==> src/rtl/ser_pkg.sv <==
// Shared definitions for the bit serializer: FSM state encoding and the
// supported range of the parallel word width.
package ser_pkg;

    typedef enum logic [1:0] {
        IDLE   = 2'd0,
        SHIFT  = 2'd1,
        PARITY = 2'd2
    } ser_state_t;

    localparam int DATA_W_MIN = 2;
    localparam int DATA_W_MAX = 32;

endpackage

==> src/rtl/bit_serializer_if.sv <==
// Handshake and serial-output bundle of the bit serializer.
// master = word producer / serial consumer, slave = the serializer itself.
interface bit_serializer_if
    import ser_pkg::*;
#(
    parameter int DATA_W = 8
);
    logic [DATA_W-1:0] in_data;
    logic              in_valid;
    logic              in_ready;
    logic              shift_en;
    logic              dout;
    logic              dout_valid;
    logic              busy;

    modport master (
        output in_data, in_valid, shift_en,
        input  in_ready, dout, dout_valid, busy
    );

    modport slave (
        input  in_data, in_valid, shift_en,
        output in_ready, dout, dout_valid, busy
    );
endinterface

==> src/rtl/ser_bit_counter.sv <==
// Down-counter tracking how many data bits are still to be presented after
// the one currently on dout. o_tc flags that the current bit is the last one.
module ser_bit_counter
    import ser_pkg::*;
#(
    parameter int CNT_W = 3
) (
    input  logic             clk,
    input  logic             rst,
    input  logic             i_load,
    input  logic [CNT_W-1:0] i_load_val,
    input  logic             i_dec,
    output logic             o_tc
);
    logic [CNT_W-1:0] r_count;

    // Load wins over decrement; the count never wraps below zero.
    always_ff @(posedge clk) begin
        if (rst) begin
            r_count <= '0;
        end else if (i_load) begin
            r_count <= i_load_val;
        end else if (i_dec && (r_count != '0)) begin
            r_count <= r_count - CNT_W'(1);
        end
    end

    assign o_tc = (r_count == '0);
endmodule

==> src/rtl/bit_serializer.sv <==
// Parallel-to-serial converter with valid/ready input and a shift_en bit tick.
// The first bit leaves one cycle after acceptance; a new word can be taken on
// the cycle the last bit advances, giving a gapless stream.
// Optional feature: define SER_PARITY_EN to append an even-parity bit per word.
module bit_serializer
    import ser_pkg::*;
#(
    parameter int DATA_W    = 8,
    parameter bit MSB_FIRST = 1'b1
) (
    input  logic            clk,
    input  logic            rst,
    bit_serializer_if.slave bus
);
    localparam int CNT_W = $clog2(DATA_W);

    if (DATA_W < DATA_W_MIN || DATA_W > DATA_W_MAX) begin : g_width_check
        $error("bit_serializer: DATA_W out of supported range");
    end

    ser_state_t        r_state;
    logic [DATA_W-1:0] r_sreg;
    logic              r_dout;
    logic              r_dout_valid;
    logic              r_busy;
`ifdef SER_PARITY_EN
    logic              r_parity;
`endif

    logic              w_ready;
    logic              w_accept;
    logic              w_tc;
    logic              w_dec;
    logic              w_first_bit;
    logic              w_next_bit;
    logic [DATA_W-1:0] w_load_shift;
    logic [DATA_W-1:0] w_sreg_shift;

    // The shift register holds the bits not yet presented, next one at the exit end.
    assign w_first_bit  = MSB_FIRST ? bus.in_data[DATA_W-1] : bus.in_data[0];
    assign w_next_bit   = MSB_FIRST ? r_sreg[DATA_W-1] : r_sreg[0];
    assign w_load_shift = MSB_FIRST ? (bus.in_data << 1) : (bus.in_data >> 1);
    assign w_sreg_shift = MSB_FIRST ? (r_sreg << 1) : (r_sreg >> 1);

    // Ready when idle, or when the final bit of the word advances this cycle.
    always_comb begin
        w_ready = 1'b0;
        if (!rst) begin
            case (r_state)
                IDLE:   w_ready = 1'b1;
`ifdef SER_PARITY_EN
                SHIFT:  w_ready = 1'b0;
                PARITY: w_ready = bus.shift_en;
`else
                SHIFT:  w_ready = bus.shift_en && w_tc;
`endif
                default: w_ready = 1'b0;
            endcase
        end
    end

    assign w_accept = bus.in_valid && w_ready;
    assign w_dec    = (r_state == SHIFT) && bus.shift_en && !w_tc;

    ser_bit_counter #(
        .CNT_W (CNT_W)
    ) u_bit_counter (
        .clk        (clk),
        .rst        (rst),
        .i_load     (w_accept),
        .i_load_val (CNT_W'(DATA_W - 1)),
        .i_dec      (w_dec),
        .o_tc       (w_tc)
    );

    // FSM and serial datapath; every output is registered.
    always_ff @(posedge clk) begin
        if (rst) begin
            r_state      <= IDLE;
            r_sreg       <= '0;
            r_dout       <= 1'b0;
            r_dout_valid <= 1'b0;
            r_busy       <= 1'b0;
`ifdef SER_PARITY_EN
            r_parity     <= 1'b0;
`endif
        end else if (w_accept) begin
            r_state      <= SHIFT;
            r_sreg       <= w_load_shift;
            r_dout       <= w_first_bit;
            r_dout_valid <= 1'b1;
            r_busy       <= 1'b1;
`ifdef SER_PARITY_EN
            r_parity     <= ^bus.in_data;
`endif
        end else begin
            case (r_state)
                SHIFT: begin
                    if (bus.shift_en) begin
                        if (!w_tc) begin
                            r_sreg <= w_sreg_shift;
                            r_dout <= w_next_bit;
                        end else begin
`ifdef SER_PARITY_EN
                            r_state      <= PARITY;
                            r_dout       <= r_parity;
                            r_dout_valid <= 1'b1;
`else
                            r_state      <= IDLE;
                            r_dout       <= 1'b0;
                            r_dout_valid <= 1'b0;
                            r_busy       <= 1'b0;
`endif
                        end
                    end
                end
`ifdef SER_PARITY_EN
                PARITY: begin
                    if (bus.shift_en) begin
                        r_state      <= IDLE;
                        r_dout       <= 1'b0;
                        r_dout_valid <= 1'b0;
                        r_busy       <= 1'b0;
                    end
                end
`endif
                default: begin
                    r_state      <= IDLE;
                    r_dout       <= 1'b0;
                    r_dout_valid <= 1'b0;
                    r_busy       <= 1'b0;
                end
            endcase
        end
    end

    assign bus.in_ready   = w_ready;
    assign bus.dout       = r_dout;
    assign bus.dout_valid = r_dout_valid;
    assign bus.busy       = r_busy;
endmodule

==> src/flat_wrapper.sv <==
// flat-port wrapper written by rule: the top's interface ports become plain ports
module bit_serializer_flat import ser_pkg::*;
#(
    parameter int DATA_W    = 8,
    parameter bit MSB_FIRST = 1'b1
)
  (clk, rst, bus_in_data, bus_in_valid, bus_shift_en, bus_in_ready, bus_dout, bus_dout_valid, bus_busy);
  bit_serializer_if #(.DATA_W(DATA_W)) bus_i ();
  input  logic clk;
  input  logic rst;
  input wire logic [$bits(bus_i.in_data)-1:0] bus_in_data;
  input wire logic [$bits(bus_i.in_valid)-1:0] bus_in_valid;
  input wire logic [$bits(bus_i.shift_en)-1:0] bus_shift_en;
  output wire logic [$bits(bus_i.in_ready)-1:0] bus_in_ready;
  output wire logic [$bits(bus_i.dout)-1:0] bus_dout;
  output wire logic [$bits(bus_i.dout_valid)-1:0] bus_dout_valid;
  output wire logic [$bits(bus_i.busy)-1:0] bus_busy;
  assign bus_i.in_data = bus_in_data;
  assign bus_i.in_valid = bus_in_valid;
  assign bus_i.shift_en = bus_shift_en;
  assign bus_in_ready = bus_i.in_ready;
  assign bus_dout = bus_i.dout;
  assign bus_dout_valid = bus_i.dout_valid;
  assign bus_busy = bus_i.busy;
  bit_serializer #(.DATA_W(DATA_W), .MSB_FIRST(MSB_FIRST)) u_core (.clk(clk), .rst(rst), .bus(bus_i));
endmodule
==> config.mk <==
export PLATFORM = sky130hd
export DESIGN_NAME = bit_serializer_flat
export DESIGN_NICKNAME = d
export VERILOG_FILES = /design/src/rtl/ser_pkg.sv /design/src/rtl/bit_serializer_if.sv /design/src/rtl/ser_bit_counter.sv /design/src/rtl/bit_serializer.sv /design/src/flat_wrapper.sv
export SDC_FILE = /design/constraint.sdc
export NUM_CORES = 1
export LEC_CHECK = 0
export ABC_AREA = 1
export BUFFER_PORTS_ARGS = -buffer_cell sky130_fd_sc_hd__buf_2
export CAP_MARGIN = 20
export CORE_UTILIZATION = 50
export DETAILED_ROUTE_END_ITERATION = 8
export GPL_TIMING_DRIVEN = 0
export HOLD_SLACK_MARGIN = 0.05
export PLACE_DENSITY = 0.75
export SLEW_MARGIN = 15
export SYNTH_ARGS = -nofsm -noshare
export SYNTH_HDL_FRONTEND = slang
export SYNTH_HIERARCHICAL = 1
export SYNTH_SLANG_ARGS = --single-unit
export TNS_END_PERCENT = 5
==> constraint.sdc <==
create_clock -name clk -period 1.95 [get_ports clk]
set_input_delay 0.2925 -clock clk [delete_from_list [all_inputs] [get_ports clk]]
set_output_delay 0.2925 -clock clk [all_outputs]
set_load 0.1 [all_outputs]
==> impl_summary.md <==
Pwr
The relative contribution of combinational cells to total power is about 27%. The leakage power is around 0.47 nW. The internal portion of the total power is between 0.4 and 0.5 mW. Per report_power, the sequential group accounts for between 40% and 50% of the total. Of the total power, the clock network draws between 30% and 40%. For this design the ratio of total power to cell area is between 700 and 800 nW/um^2. Overall power consumption after layout is estimated at roughly 0.65 mW. Across the VDD grid, the largest voltage drop is approximately 470 uV. Net switching is between 30% and 40% of the power.

The net switching power is 0.2137 mW.

Layout
The fill cell total of the finished layout is 133. The post-synthesis to final-layout area growth is 22.84%. The leading cell type in the layout, fill and taps excluded is sky130_fd_sc_hd__nand2_1. In the layout the commonest cells are 30 x sky130_fd_sc_hd__nand2_1, 14 x sky130_fd_sc_hd__buf_2, 14 x sky130_fd_sc_hd__inv_1. With fillers left out, the area of the finished cells amounts to 854.6 sq um.

The number of antenna diodes in the final layout is 0. Of the cells placed in the final design, the portion with a size suffix greater than 1 is between 20% and 30%. The number of nets in the final layout is 142.

Clocking
The insertion delay to the later sink of the worst-skew pair is 0.27 ns. TritonCTS built the clock tree. The H-tree depth is 1. The number of sinks on the clock net is 12.

The quantity of hold-fixing buffers added after cts is 0. TritonCTS created 3 clock buffers. The clock transition at the register clock pins on the worst setup and hold paths after CTS is approximately 0.070 ns. Counting along the longest clock path gives a buffer depth of 2. The quantity of gates resized following cts is 0. The root buffer cell is sky130_fd_sc_hd__clkbuf_4. The post-CTS setup-driven buffer insertion count is 0.

Routing
The detailed router finished its first iteration with 8 violations. Detailed routing inserted a total of between 600 and 700 vias. Dividing the detail-routed wire length by the instance count gives 9.627 microns. After detailed routing, the total wire length is 1.367 mm. The number of detailed-routing iterations run before antenna repair is 4.

In the routed design, unresolved DRC markers number 0. The number of vias per cell is roughly 4.8. The count of antenna-violating nets left after detailed routing is 0.

Die
The floorplan step set the die height to ~39 microns. The width of the die is between 30 and 40 microns. After floorplanning, the core was divided into 13 placement rows. For this configuration, the core starts out at a cell density of 53.46%. The number of ports placed on the die boundary is 16. After floorplanning, the core was sized to cover 1301 sq um. The area enclosed by the die boundary is approximately 1500 sq um.

Min path
Along the worst hold path, the cell count comes to 3. In this run the worst hold path is classified as input pin to flop.

Worst setup path
The library cell contributing the largest single delay on the critical path is sky130_fd_sc_hd__dfxtp_1. Measured in cells, the most critical reg-to-reg path has a length of 13. Among the stages of the critical path, the cell type that occurs most often is sky130_fd_sc_hd__ha_1.

The setup check on the worst reg-to-reg path leaves a slack of between 0.2 and 0.25 ns. The critical path goes through inv_1, ha_1, ha_1, nand2_2, a21oi_4, clkbuf_4. Tracing the worst setup path back leads to its startpoint at u_core/u_bit_counter/r_count[0]$_SDFFE_PP0P_. The maximum fanout count along the critical path is 3.

The critical path capture point is bus_in_ready. Counting buffers and inverters, the worst setup path is 6 cells deep. The launch instance of the worst register-to-register path is u_core/u_bit_counter/r_count[0]$_SDFFE_PP0P_. The kind of cell adding the most delay to the critical path is adder cells. The category of the worst setup path capture point is a primary output.

At the worst endpoint, the required time is 1.66 ns. The worst setup path is of the flop to primary output kind. STA classifies the critical path startpoint as a flop. The endpoint identified for the worst register-to-register timing path is u_core/u_bit_counter/r_count[0]$_SDFFE_PP0P_. The total buffers and inverters traversed by the critical path is 2. For the worst setup path, the data arrival time is 1.51 ns. The largest incremental delay on the critical path is approximately 0.35 ns.

Global route
The via count of the first global-routing pass is between 500 and 600. The global-route wire length before repair is around 2.3 mm. In the global route stage, overall resource usage came out at between 20% and 30%. The global routing stage identified its most utilized layer as met2. The met1 demand-to-capacity share in global routing is a little over a quarter. After global routing the overflow that remains totals 0.

In the global route stage, met3 resource usage came out at between 5 and 6%. Entering global routing, the biggest net connects 11 pins. The number of antenna violations at the first check in global routing is 0. For met2 alone, demand over resource in global routing was between 30% and 40%.

Synthesis
The average footprint of a synthesized cell is roughly 6.6 sq um. The dominant combinational cell family by area after synthesis is simple AND/OR/NAND/NOR gates. Counting distinct cell types in the post-synthesis netlist gives 17.

The flop and latch count out of synthesis is 12. The post-synthesis share of cell area spent on xor and xnor gates is 0%. The share of synthesized cell area in full adder, half adder and majority cells is around 3.6%. For this run, the number of Yosys warnings is 6.

The synthesized cell area is roughly 700 sq um. In this run the biggest area consumer among cell types represents between 30% and 40% of the synthesized area. After Yosys synthesis, and, or, nand and nor cells account for between 40% and 50% of the synthesized area.

Counting every instance in the synthesized netlist gives about 110. By area the synthesized netlist is led by sky130_fd_sc_hd__dfxtp_1 35%, sky130_fd_sc_hd__nand2_1 16%, sky130_fd_sc_hd__inv_1 7.6%. The fraction of the mapped netlist area in compound gates is under 10%. The mux cell area share after synthesis is 0%. The sequential area share after synthesis is 34.53%. The library cell occupying the most area in the post-synthesis netlist is sky130_fd_sc_hd__dfxtp_1.

STA
Setup repair after global routing left no endpoint under its margin. The number of setup violations in the final report is 0. The max-slew violation count was 0. Between clock sinks in the finished design, the worst skew comes to 0.0006951 ns.

Derived from the worst setup path, the maximum achievable clock frequency is 553.7 MHz. After layout, the minimum clock period comes to 1.806 ns. The hold violation count in the final report is 0. The tightest hold margin is 0.2422 ns. After layout, the worst path uses between 90% and 100% of the clock period.

Status
The run finished with clean final reports.

Placement
The number of I/O port buffers is 15. The final HPWL from detailed placement is roughly 1.1 mm. The last weighted congestion value of the routability-driven placer is approximately 0.8. The placed instance area is 808.3 sq um.

Run
The count of maximum capacitance violations is 0.
## state kept, by name, summed over array words and instances (netlist names)
signal and flops:
u_core/r_sreg 7, u_core/u_bit_counter/r_count 3, u_core/bus.busy 1, u_core/bus.dout 1
## Yosys cell counts (all sizes together)
master / number
buf: 2
nand3: 13
nor2: 14
conb: 1
a21oi: 5
o21ai: 3
dfxtp: 12
ha: 2
nand2: 32
nand4: 5
inv: 17
## per-stage QoR
stage,utilization [%],TNS (ns),std cells,worst slack [ns]
2_1_floorplan,-,-0.2193,108,-0.07882
3_3_place_gp,62.12,0,138,0.2251
3_5_place_dp,62.12,0,138,0.2135
4_1_cts,64.90,0,142,0.02610
5_1_grt,65.67,0,142,0.004480
6_report,65.67,0,142,0.1440
## power by group through the flow
stage                     clock network (mW)  logic, mW  registers [mW]
final                                  0.195      0.175           0.277
after global routing                   0.219      0.197           0.280
after CTS                              0.209      0.173           0.277
after detailed placement                   0      0.173           0.282
after global placement                     0      0.169           0.282
after floorplan                            0      0.117           0.299
## layer usage
metal	wire, microns	vias to the layer above
li1	-	374
met4	16	0
met1	669	290
met5	0	-
met2	619	14
met3	62	2
## final cells by class
cell class                      instances  area [sq um]  area share [%]
Multi-Input combinational cell         77         399.1           46.71
Sequential cell                        12         240.2           28.11
Timing Repair Buffer                   15         77.57           9.078
Inverter                               17         63.81           7.467
Clock buffer                            4         36.28           4.246
Buffer                                  2         18.77           2.196
Tap cell                               15         18.77           2.196
## worst register-to-register path, delay by kind of cell, from the launching register on
kind,cells,cell delay (ns)
adders and majority gates,2,0.40
and+or+nand+nor,8,0.60
DFF,1,0.35
buffers and inverters,3,0.27
## worst min path at each step
stage                                        from                             to  slack [ns]
global route                       bus_in_data[3]  u_core/r_sreg[4]$_SDFFE_PP0P_        0.24
CTS                                bus_in_data[6]  u_core/r_sreg[7]$_SDFFE_PP0P_        0.23
floorplan                                     rst   u_core/bus.busy$_SDFFE_PP0P_        0.36
detailed placement  u_core/r_sreg[6]$_SDFFE_PP0P_  u_core/r_sreg[6]$_SDFFE_PP0P_        0.48
global placement    u_core/r_sreg[6]$_SDFFE_PP0P_  u_core/r_sreg[6]$_SDFFE_PP0P_        0.47
finish                             bus_in_data[6]  u_core/r_sreg[7]$_SDFFE_PP0P_        0.24
## cells by family after synthesis
group	after synthesis
simple gates	64
buf+inv	19
flops	12
compound gates	8
fa+ha+maj	2
other cells	1
Note: power is estimated with default switching activity, not from simulation.
